**config.mk**
```make
export PLATFORM = sky130hd
export DESIGN_NAME = decoder_2to4_reg_flat
export DESIGN_NICKNAME = d
export VERILOG_FILES = /design/src/rtl/decoder_2to4_reg_pkg.sv /design/src/rtl/decoder_2to4_reg_if.sv /design/src/rtl/decoder_2to4_reg_core.sv /design/src/rtl/decoder_2to4_reg.sv /design/src/flat_wrapper.sv
export SDC_FILE = /design/constraint.sdc
export NUM_CORES = 1
export LEC_CHECK = 0
export ABC_CLOCK_PERIOD_IN_PS = 1000
export BUFFER_PORTS_ARGS = -buffer_cell sky130_fd_sc_hd__buf_2
export CAP_MARGIN = 20
export CORE_AREA = 5 5 42 44
export CTS_CLUSTER_DIAMETER = 150
export DETAILED_ROUTE_END_ITERATION = 16
export DIE_AREA = 0 0 47 49
export PLACE_DENSITY_LB_ADDON = 0.3
export SLEW_MARGIN = 40
export SYNTH_ARGS = -nofsm -noshare
export SYNTH_HDL_FRONTEND = slang
export SYNTH_SLANG_ARGS = --single-unit
```
**constraint.sdc**
```tcl
create_clock -name clk -period 1 [get_ports clk]
set_clock_uncertainty 0.05 [all_clocks]
set_input_delay 0.1 -clock clk [delete_from_list [all_inputs] [get_ports clk]]
set_output_delay 0.1 -clock clk [all_outputs]
set_load 0.03 [all_outputs]
```
**src/rtl/decoder_2to4_reg_pkg.sv**
```systemverilog
// rtl/decoder_2to4_reg_pkg.sv - shared widths and decode function for the 2-to-4 decoder
// Purpose: holds SEL_W/OUT_W and onehot_dec(), the single definition of the decode rule.
// Ports: none (package).
package decoder_pkg;

  localparam int SEL_W = 2;
  localparam int OUT_W = 4;

  // An unknown select value falls through to the default arm, so the result
  // is all-zero rather than a partially decoded pattern.
  function automatic logic [OUT_W-1:0] onehot_dec(input logic [SEL_W-1:0] sel,
                                                  input logic             en);
    logic [OUT_W-1:0] r;
    r = '0;
    if (en) begin
      case (sel)
        2'b00:   r = 4'b0001;
        2'b01:   r = 4'b0010;
        2'b10:   r = 4'b0100;
        2'b11:   r = 4'b1000;
        default: r = '0;
      endcase
    end
    return r;
  endfunction

endpackage

```
**src/rtl/decoder_2to4_reg_if.sv**
```systemverilog
// rtl/decoder_2to4_reg_if.sv - select/enable inputs and decoded output bundle
// Purpose: groups the decoder's data signals; clk/rst stay plain ports on the top.
// Signals: a (select MSB), b (select LSB), en (enable), y[3:0] (one-hot output),
//          y_valid (registered en, only when DECODER_VALID_EN is defined).
// Modports: master drives a/b/en and observes y; slave is the decoder side.
interface decoder_2to4_reg_if;
  import decoder_pkg::*;

  logic             a;
  logic             b;
  logic             en;
  logic [OUT_W-1:0] y;
`ifdef DECODER_VALID_EN
  logic             y_valid;

  modport master (output a, output b, output en, input y, input y_valid);
  modport slave  (input a, input b, input en, output y, output y_valid);
`else
  modport master (output a, output b, output en, input y);
  modport slave  (input a, input b, input en, output y);
`endif

endinterface

```
**src/rtl/decoder_2to4_reg_core.sv**
```systemverilog
// rtl/decoder_2to4_reg_core.sv - combinational 2-to-4 decode (a,b,en) -> y_next
// Purpose: pure combinational next-state logic for the registered decoder.
// Ports: a, b (select, a is weight 2), en (enable), y_next[3:0] (one-hot or zero).
module decoder_2to4_core
  import decoder_pkg::*;
(
  input  logic             a,
  input  logic             b,
  input  logic             en,
  output logic [OUT_W-1:0] y_next
);

  assign y_next = onehot_dec({a, b}, en);

endmodule

```
**src/rtl/decoder_2to4_reg.sv**
```systemverilog
// rtl/decoder_2to4_reg.sv - registered 2-to-4 line decoder with active-high enable
// Purpose: one-cycle registered one-hot decode of {a,b}, forced to zero when en=0.
// Ports: clk (rising-edge clock), rst (asynchronous active-high reset),
//        bus (decoder_2to4_reg_if.slave: a, b, en in; y out; y_valid out when
//        DECODER_VALID_EN is defined).
// Macro DECODER_VALID_EN: adds y_valid, a registered copy of en aligned with y.
module decoder_2to4_reg
  import decoder_pkg::*;
(
  input  logic                  clk,
  input  logic                  rst,
  decoder_2to4_reg_if.slave     bus
);

  logic [OUT_W-1:0] core_y;
  logic [OUT_W-1:0] y_d;
  logic [OUT_W-1:0] y_q;

  decoder_2to4_core u_core (
    .a      (bus.a),
    .b      (bus.b),
    .en     (bus.en),
    .y_next (core_y)
  );

  always_comb begin
    y_d = core_y;
  end

  always_ff @(posedge clk or posedge rst) begin
    if (rst) begin
      y_q <= '0;
    end else begin
      y_q <= y_d;
    end
  end

  assign bus.y = y_q;

`ifdef DECODER_VALID_EN
  logic y_valid_d;
  logic y_valid_q;

  always_comb begin
    y_valid_d = bus.en;
  end

  // Same reset and latency as y_q, so y_valid=0 always coincides with y=0.
  always_ff @(posedge clk or posedge rst) begin
    if (rst) begin
      y_valid_q <= 1'b0;
    end else begin
      y_valid_q <= y_valid_d;
    end
  end

  assign bus.y_valid = y_valid_q;
`endif

endmodule

```
**src/flat_wrapper.sv**
```systemverilog
// flat-port wrapper written by rule: the top's interface ports become plain ports
module decoder_2to4_reg_flat import decoder_pkg::*;
  (clk, rst, bus_a, bus_b, bus_en, bus_y);
  decoder_2to4_reg_if bus_i ();
  input  logic clk;
  input  logic rst;
  input wire logic [$bits(bus_i.a)-1:0] bus_a;
  input wire logic [$bits(bus_i.b)-1:0] bus_b;
  input wire logic [$bits(bus_i.en)-1:0] bus_en;
  output wire logic [$bits(bus_i.y)-1:0] bus_y;
  assign bus_i.a = bus_a;
  assign bus_i.b = bus_b;
  assign bus_i.en = bus_en;
  assign bus_y = bus_i.y;
  decoder_2to4_reg u_core (.clk(clk), .rst(rst), .bus(bus_i));
endmodule
```
==> results of run 1 <==
[timing repair]
action	4_1_cts	5_1_grt
gates resized for setup	0	0
endpoints found under the hold margin	4	0
hold buffers	1	0
[cell type report]
type | instances | area share, %
sequential | 4 | 42.8
tap | 16 | 8.56
inverter | 1 | 1.60
timing repair buffer | 9 | 21.4
multi-input combinational | 4 | 16.0
clock buffer | 3 | 9.63
[synthesized netlist by cell type]
| cell type | instances | area (sq um) |
|---|---|---|
| dfrtp_1 | 4 | 100 |
| and3b_1 | 2 | 17.5 |
| and3_2 | 1 | 7.51 |
| inv_1 | 1 | 3.75 |
| nor3b_2 | 1 | 12.5 |
[metal layers]
metal	track usage (%)	part of all wire, %	routed length [um]	vias to the layer above
met4	5.53	0	0	0
met2	2.49	34	99	9
li1	-	-	-	54
met1	3.12	38	112	42
met3	3.32	28	83	0
met5	0	0	0	-
[where the power goes]
| part | internal, W | total, W | leakage [nW] | switching, W |
|---|---|---|---|---|
| Clock | 0.000134 | 0.000191 | 0.0138 | 0.0000578 |
| Sequential | 0.000169 | 0.000170 | 0.0538 | 0.00000105 |
| Combinational | 0.0000178 | 0.0000438 | 0.0684 | 0.0000260 |
| Total | 0.000320 | 0.000405 | 0.136 | 0.0000848 |
[per-stage QoR]
stage,std cells,instance area [sq um],power (W)
2_1_floorplan,9,141,0.000194
3_3_place_gp,33,201,0.000212
3_5_place_dp,33,201,0.000213
4_1_cts,37,234,0.000420
5_1_grt,37,234,0.000421
6_report,37,234,0.000405
[worst paths after layout]
check	startpoint	to	slack, ps
max in group asynchronous	rst	u_core.bus.y[2]$_DFF_PP0_	520
min in group asynchronous	rst	u_core.bus.y[0]$_DFF_PP0_	240
max	u_core.bus.y[2]$_DFF_PP0_	bus_y[2]	100
min	bus_b	u_core.bus.y[0]$_DFF_PP0_	20
[kinds of logic after synthesis]
logic type | count (synthesis) | share of synthesized area [%]
buf+inv | 1 | 2.65
flops | 4 | 70.8
simple gates | 4 | 26.6
==> metrics.cfg, run 1 <==
[clock_network]
htreeDepth=1
cts_tree=done
cts_root_buf=clkbuf_4
path_clk_slew_ps=40
cts_sinks=4
number_of_cts_inserted_buffers=3
cts_setup_buffers=0
clockBufferDepth=2

[synth]
synth_cell_types=5
seq_total_area_yosys_pct=70.8
synth.avg_cell_area_sq_um=15.7
synth.ff_latch_count=4
syn-num-nets=14
synthCells=9
yosysWarningCount=0
synth.cell_area_sq_um=141

[worst_hold_path]
whs_path_depth=2
hold_class=in -> reg

[timing]
hold_slack_ps=22.7
fraction_of_the_cycle_the_final_worst_path_needs_pct=89.6
fmax_ghz=1.12
drv_slew=0
hold_violations=0
slew_headroom_pct=89.6
worst_pin_slew_ps=158
postLayoutSetupSlackWorst_ps=104
fin_setup_tns_ps=0
setup-violations-final=0
fin_crit_ps=896
rsz0062_at_grt=false

[detailed_routing]
routed_via_density=2.84
detailedRoute.firstPassIterationCount=2
vias=105
final_antenna_net_count=0
drc=0
totalWireLength_um=295
drt-initial-drc-count=1
avgRoutedWirePerCell_um=7.97

[critical_path]
critical_path.max_stage_delay_ps=350
critical_path.slowest_cell=dfrtp_1
crit_chain=buf_2
critical_path_depth=1
worstPathRequired_ps=850
crit_arrival_ps=750
critical_path.top_delay_family=flip-flops
crit_type=reg -> out
end_kind=primary output
timing.critical_path.fanout_max=1
setup.worst_path.start_class=flip-flop
worstPathBufferInverterCount=1

[finish]
layout_common_cells=8 x buf_2, 4 x dfrtp_1, 3 x clkbuf_4, 2 x and3b_1
commonest_non_fill_non_tap_cell_in_the_layout=buf_2
antennaDiodeCount=0
post_route_cells_drive_above_1_share_pct=61.9
nets=28
multiInputGateArea_sq_um=37.5
fillerInstances=165
syn2layout_area_growth_pct=65.5
flip_flop_count_of_the_largest_register_all_copies_and_words_added=4
finish.utilization_pct=16.7
register_area_sq_um=100

[global_routing]
grt_pass1_vias=120
grt_antenna_before_repair=0
globalRoute.totalOverflow=0
grt_start_max_net_pins=5
grt_usage_pct=3.25
grt_pass1_wl_um=420

[pwr]
power_per_cell_area_nw_per_um2=1730
worst_ir_drop_vdd_v=0.000229
static-leakage-power_nw=0.136

[placement]
portBuffers=8
placement.setup.worst_slack_ps=339
finalWeightedCongestion=0.653

[flow_run]
maxCapViolCount=0

[die]
pin_count=9
initial_core_util_pct=10.1
dieWidth_um=47
floorplan.rows=14
floorplan.core_area_sq_um=1400
fp.dieH_um=49
die_area_sq_um=2300

[run_status]
status=finished, final reports clean

Power figures use the tool's default switching activity.
==> inputs of run 2 (changes only) <==
BUFFER_PORTS_ARGS = -buffer_cell sky130_fd_sc_hd__buf_4   (was -buffer_cell sky130_fd_sc_hd__buf_2)
CTS_CLUSTER_SIZE = 25   (was default)
SYNTH_HIERARCHICAL = 1   (was default)
==> run 2 against run 1 <==
Count of clock-buffer cells in the layout unchanged. Hold slack improved by 62 ps. Critical endpoint is now bus_y[3]. Setup slack worse by 0.65 ps. Critical path depth stayed put. Via count is 1.9% higher. Global-route usage is 0.29 points higher. Clock power is essentially flat.
==> metrics.cfg, run 2 <==
[critical_path]
worstPathBufferInverterCount=1
worstPathRequired_ps=850
timing.critical_path.fanout_max=1
end_kind=primary output
critical_path.slowest_cell=dfrtp_1
crit_type=reg -> out
critical_path.max_stage_delay_ps=350
setup.worst_path.start_class=flip-flop
crit_arrival_ps=750
crit_chain=buf_4
critical_path.top_delay_family=flip-flops

[die]
pin_count=9
floorplan.rows=14
die_area_sq_um=2300
fp.dieH_um=49
floorplan.core_area_sq_um=1400
dieWidth_um=47
initial_core_util_pct=10.1

[finish]
multiInputGateArea_sq_um=37.5
nets=30
post_layout_nonfiller_instances=39
layout_common_cells=8 x buf_4, 4 x dfrtp_1, 3 x clkbuf_4, 3 x dlygate4sd3_1, 2 x and3b_1
design_area_sq_um=274
flip_flop_count_of_the_largest_register_all_copies_and_words_added=4
syn2layout_area_growth_pct=93.8
register_area_sq_um=100
post_route_cells_drive_above_1_share_pct=56.5
antennaDiodeCount=0
fillerInstances=160
commonest_non_fill_non_tap_cell_in_the_layout=buf_4

[clock_network]
htreeDepth=1
cts_root_buf=clkbuf_4
cts_sinks=4
cts_tree=done
number_of_cts_inserted_buffers=3
path_clk_slew_ps=40
clockBufferDepth=2

[synth]
synth.ff_latch_count=4
largest_area_contributor_in_the_synthesized_netlist=dfrtp_1
yosysWarningCount=6
synth.cell_area_sq_um=141
synth_enable_flop_cells=0
post-synth-top-area-fraction_pct=70.8
synth_cell_types=5
synthCells=9
synth.avg_cell_area_sq_um=15.7
synth.area.top_cells=dfrtp_1 71%, and3b_1 12%, nor3b_2 8.8%, and3_2 5.3%, inv_1 2.7%
seq_total_area_yosys_pct=70.8
async_flop_share_pct=100
leading_post_synthesis_cells_by_instance_count=4 x dfrtp_1, 2 x and3b_1, 1 x and3_2, 1 x inv_1, 1 x nor3b_2
syn-num-nets=14
synth_most_common_cell=dfrtp_1
synth_flop_cell=dfrtp_1

[detailed_routing]
vias=107
totalWireLength_um=315
avgRoutedWirePerCell_um=8.08
detailedRoute.firstPassIterationCount=2
drt-initial-drc-count=1
drc=0
final_antenna_net_count=0
routed_via_density=2.74

[pwr]
worst_ir_drop_vdd_v=0.000269
power_per_cell_area_nw_per_um2=1540
static-leakage-power_nw=0.148

[placement]
dp_cells=33
placedInstanceArea_sq_um=221
finalWeightedCongestion=0.656
portBuffers=8

[timing]
worst_pin_slew_ps=134
slew_headroom_pct=91.0
fraction_of_the_cycle_the_final_worst_path_needs_pct=89.6
setup-violations-final=0
rsz0062_at_grt=false
hold_violations=0
fin_setup_tns_ps=0
fin_crit_ps=896
drv_slew=0
fmax_ghz=1.12

[run_status]
status=finished, final reports clean

[global_routing]
met2_track_usage_gr_pct=2.49
grt_usage_pct=3.54
globalRouteMet1Util_pct=3.35
grt_util_met3_pct=3.32
grt_pass1_wl_um=427
grt_antenna_before_repair=0
grt_most_used_layer=met4
grt_pass1_vias=118
grt_start_max_net_pins=5
globalRoute.totalOverflow=0

[flow_run]
maxCapViolCount=0

[worst_hold_path]
hold_class=in -> reg

-- run 2: cells by family (layout without fill, tap and decap cells) --
group                  Yosys count  count (layout)  synth area share [%]
AND/OR/NAND/NOR                  4               4                  26.6
buffers and inverters            1              15                  2.65
flip-flops                       4               4                  70.8
-- run 2: path summary, 6_finish.rpt --
check,end,slack (ps),cells past startpoint,from
min in group asynchronous,u_core/bus.y[3]$_DFF_PP0_,260,3,rst
max in group asynchronous,u_core/bus.y[2]$_DFF_PP0_,500,3,rst
worst min-delay path,u_core/bus.y[1]$_DFF_PP0_,80,2,bus_en
worst max-delay path,bus_y[3],100,1,u_core/bus.y[3]$_DFF_PP0_
-- run 2: cell type report --
| type | count | share of cell area, % |
|---|---|---|
| sequential | 4 | 36.5 |
| tap | 16 | 7.31 |
| inverter | 1 | 1.37 |
| clock buffer | 3 | 8.22 |
| multi-input combinational | 4 | 13.7 |
| timing repair buffer | 11 | 32.9 |
-- run 2: timing repair --
action / 4_1_cts / 5_1_grt
endpoints found under the hold margin: 5 / 0
gates resized for setup: 0 / 0
buffers inserted: 0 / 0
hold buffers: 3 / 0
-- run 2: per-layer routing --
| metal | up-vias | wire length, um |
|---|---|---|
| met5 | - | 0 |
| met4 | 0 | 0 |
| met3 | 0 | 71 |
| met2 | 9 | 119 |
| met1 | 40 | 124 |
| li1 | 58 | - |
-- run 2: where the power goes --
group	internal (W)	switching (W)
Clock	0.000134	0.0000597
Combinational	0.0000308	0.0000269
Sequential	0.000169	0.00000149
Total	0.000334	0.0000881
-- run 2: per-stage QoR --
stage | utilization [%] | worst slack (ps) | total power (W) | hold slack, ps
final | 19.6 | 104 | 0.000422 | 84.8
after global routing | 19.6 | 77.2 | 0.000443 | 89.0
after CTS | 19.6 | 88.0 | 0.000439 | 73.0
after detailed placement | 15.8 | 344 | 0.000222 | -59.8
after global placement | 15.8 | 349 | 0.000220 | -63.5
after floorplan | - | 383 | 0.000194 | -184
==> inputs of run 3 (changes only) <==
CELL_PAD_IN_SITES_DETAIL_PLACEMENT = 0   (was default)
CELL_PAD_IN_SITES_GLOBAL_PLACEMENT = 1   (was default)
==> run 3 against run 2 <==
Sequential share of layout area stayed put. First-iteration DRC count shrank 100%. Setup slack better by 1.4 ps. Final cell count stayed put. Sequential power barely moved. Hold slack better by 1.3 ps. Via count is 8.4% higher. Combinational power barely moved. Flip-flop and latch count stayed put. Critical path type is now in -> reg.
==> metrics.cfg, run 3 (synthesized netlist as in run 2, its figures left out) <==
[global_routing]
globalRoute.totalOverflow=0
grt_pass1_vias=103
grt_usage_pct=3.26
grt_antenna_before_repair=0
grt_start_max_net_pins=5
grt_pass1_wl_um=365

[run_status]
status=finished, final reports clean

[critical_path]
setup.worst_path.start_class=input port
critical_path.max_stage_delay_ps=530
crit_type=in -> reg
crit_chain=dlygate4sd3_1 -> buf_4 -> and3_2
worstPathRequired_ps=1070
timing.critical_path.fanout_max=4
critical_path.slowest_cell=dlygate4sd3_1
end_kind=flip-flop
crit_arrival_ps=960

[finish]
post_route_cells_drive_above_1_share_pct=56.5
syn2layout_area_growth_pct=93.8
flip_flop_count_of_the_largest_register_all_copies_and_words_added=4
commonest_non_fill_non_tap_cell_in_the_layout=buf_4
finish.utilization_pct=19.6
layout_common_cells=8 x buf_4, 4 x dfrtp_1, 3 x clkbuf_4, 3 x dlygate4sd3_1, 2 x and3b_1
nets=30
post_layout_nonfiller_instances=39
antennaDiodeCount=0

[timing]
slew_headroom_pct=90.6
fin_crit_ps=895
worst_pin_slew_ps=141
fraction_of_the_cycle_the_final_worst_path_needs_pct=89.5
hold_violations=0
drv_slew=0
rsz0062_at_grt=false
fmax_ghz=1.12
setup-violations-final=0
fin_setup_tns_ps=0

[clock_network]
cts_tree=done
cts_root_buf=clkbuf_4
number_of_cts_inserted_buffers=3
cts_setup_buffers=0
htreeDepth=1
path_clk_slew_ps=40
cts_repair_resize_count=0
cts_sinks=4
clockBufferDepth=2

[placement]
finalWeightedCongestion=0.559
dp_cells=33
portBuffers=8

[detailed_routing]
final_antenna_net_count=0
vias=116
drt-initial-drc-count=0
drc=0
avgRoutedWirePerCell_um=7.54
routed_via_density=2.97
detailedRoute.firstPassIterationCount=1
totalWireLength_um=294

[die]
die_area_sq_um=2300
pin_count=9
fp.dieH_um=49
floorplan.rows=14
floorplan.core_area_sq_um=1400
initial_core_util_pct=10.1
dieWidth_um=47

[worst_hold_path]
hold_class=in -> reg

[flow_run]
maxCapViolCount=0

[pwr]
power_per_cell_area_nw_per_um2=1540
worst_ir_drop_vdd_v=0.000252
final_power_w=0.000422
static-leakage-power_nw=0.148

==> run 3: routing by layer <==
layer | GRT usage (%) | routed length [um]
met5 | 0 | 0
met3 | 0.369 | 65
met2 | 2.26 | 82
met1 | 2.46 | 103
met4 | 11.1 | 42
==> run 3: report_power, final <==
group	switching [W]	internal [W]	leakage, nW	total, W
clock network	0.0000604	0.000134	0.0138	0.000194
registers	0.00000137	0.000169	0.0538	0.000170
logic	0.0000268	0.0000308	0.0807	0.0000576
==> run 3: worst max-delay path: cells and delay by family <==
family	cells	cell delay (ps)
buf+inv	2	670
simple gates	1	190
==> run 3: area by class of cell <==
| type | instances | area (sq um) |
|---|---|---|
| fillers | 166 | 1130 |
| inverters | 1 | 3.75 |
| multi-input cells | 4 | 37.5 |
| well taps | 16 | 20.0 |
| flip-flops and latches | 4 | 100 |
| clock buffers | 3 | 22.5 |
| repair buffers | 11 | 90.1 |
==> run 3: final timing paths <==
check | start | to | cells past startpoint
setup / recovery | bus_a | u_core/bus.y[3]$_DFF_PP0_ | 3
min in group asynchronous | rst | u_core/bus.y[1]$_DFF_PP0_ | 3
hold / removal | bus_en | u_core/bus.y[1]$_DFF_PP0_ | 2
max in group asynchronous | rst | u_core/bus.y[2]$_DFF_PP0_ | 3
==> run 3: metrics by stage <==
stage	hold WS (ps)	instance area [sq um]	setup slack, ps
floorplan	-184	141	383
global placement	-60.3	221	350
detailed placement	-58.8	221	348
CTS	80.8	274	94.2
global route	92.2	274	86.8
finish	86.1	274	105
==> run 3: what timing repair did <==
action / CTS / global route
setup endpoints to repair: 0 / 0
endpoints found under the hold margin: 5 / 0
hold buffers: 3 / 0
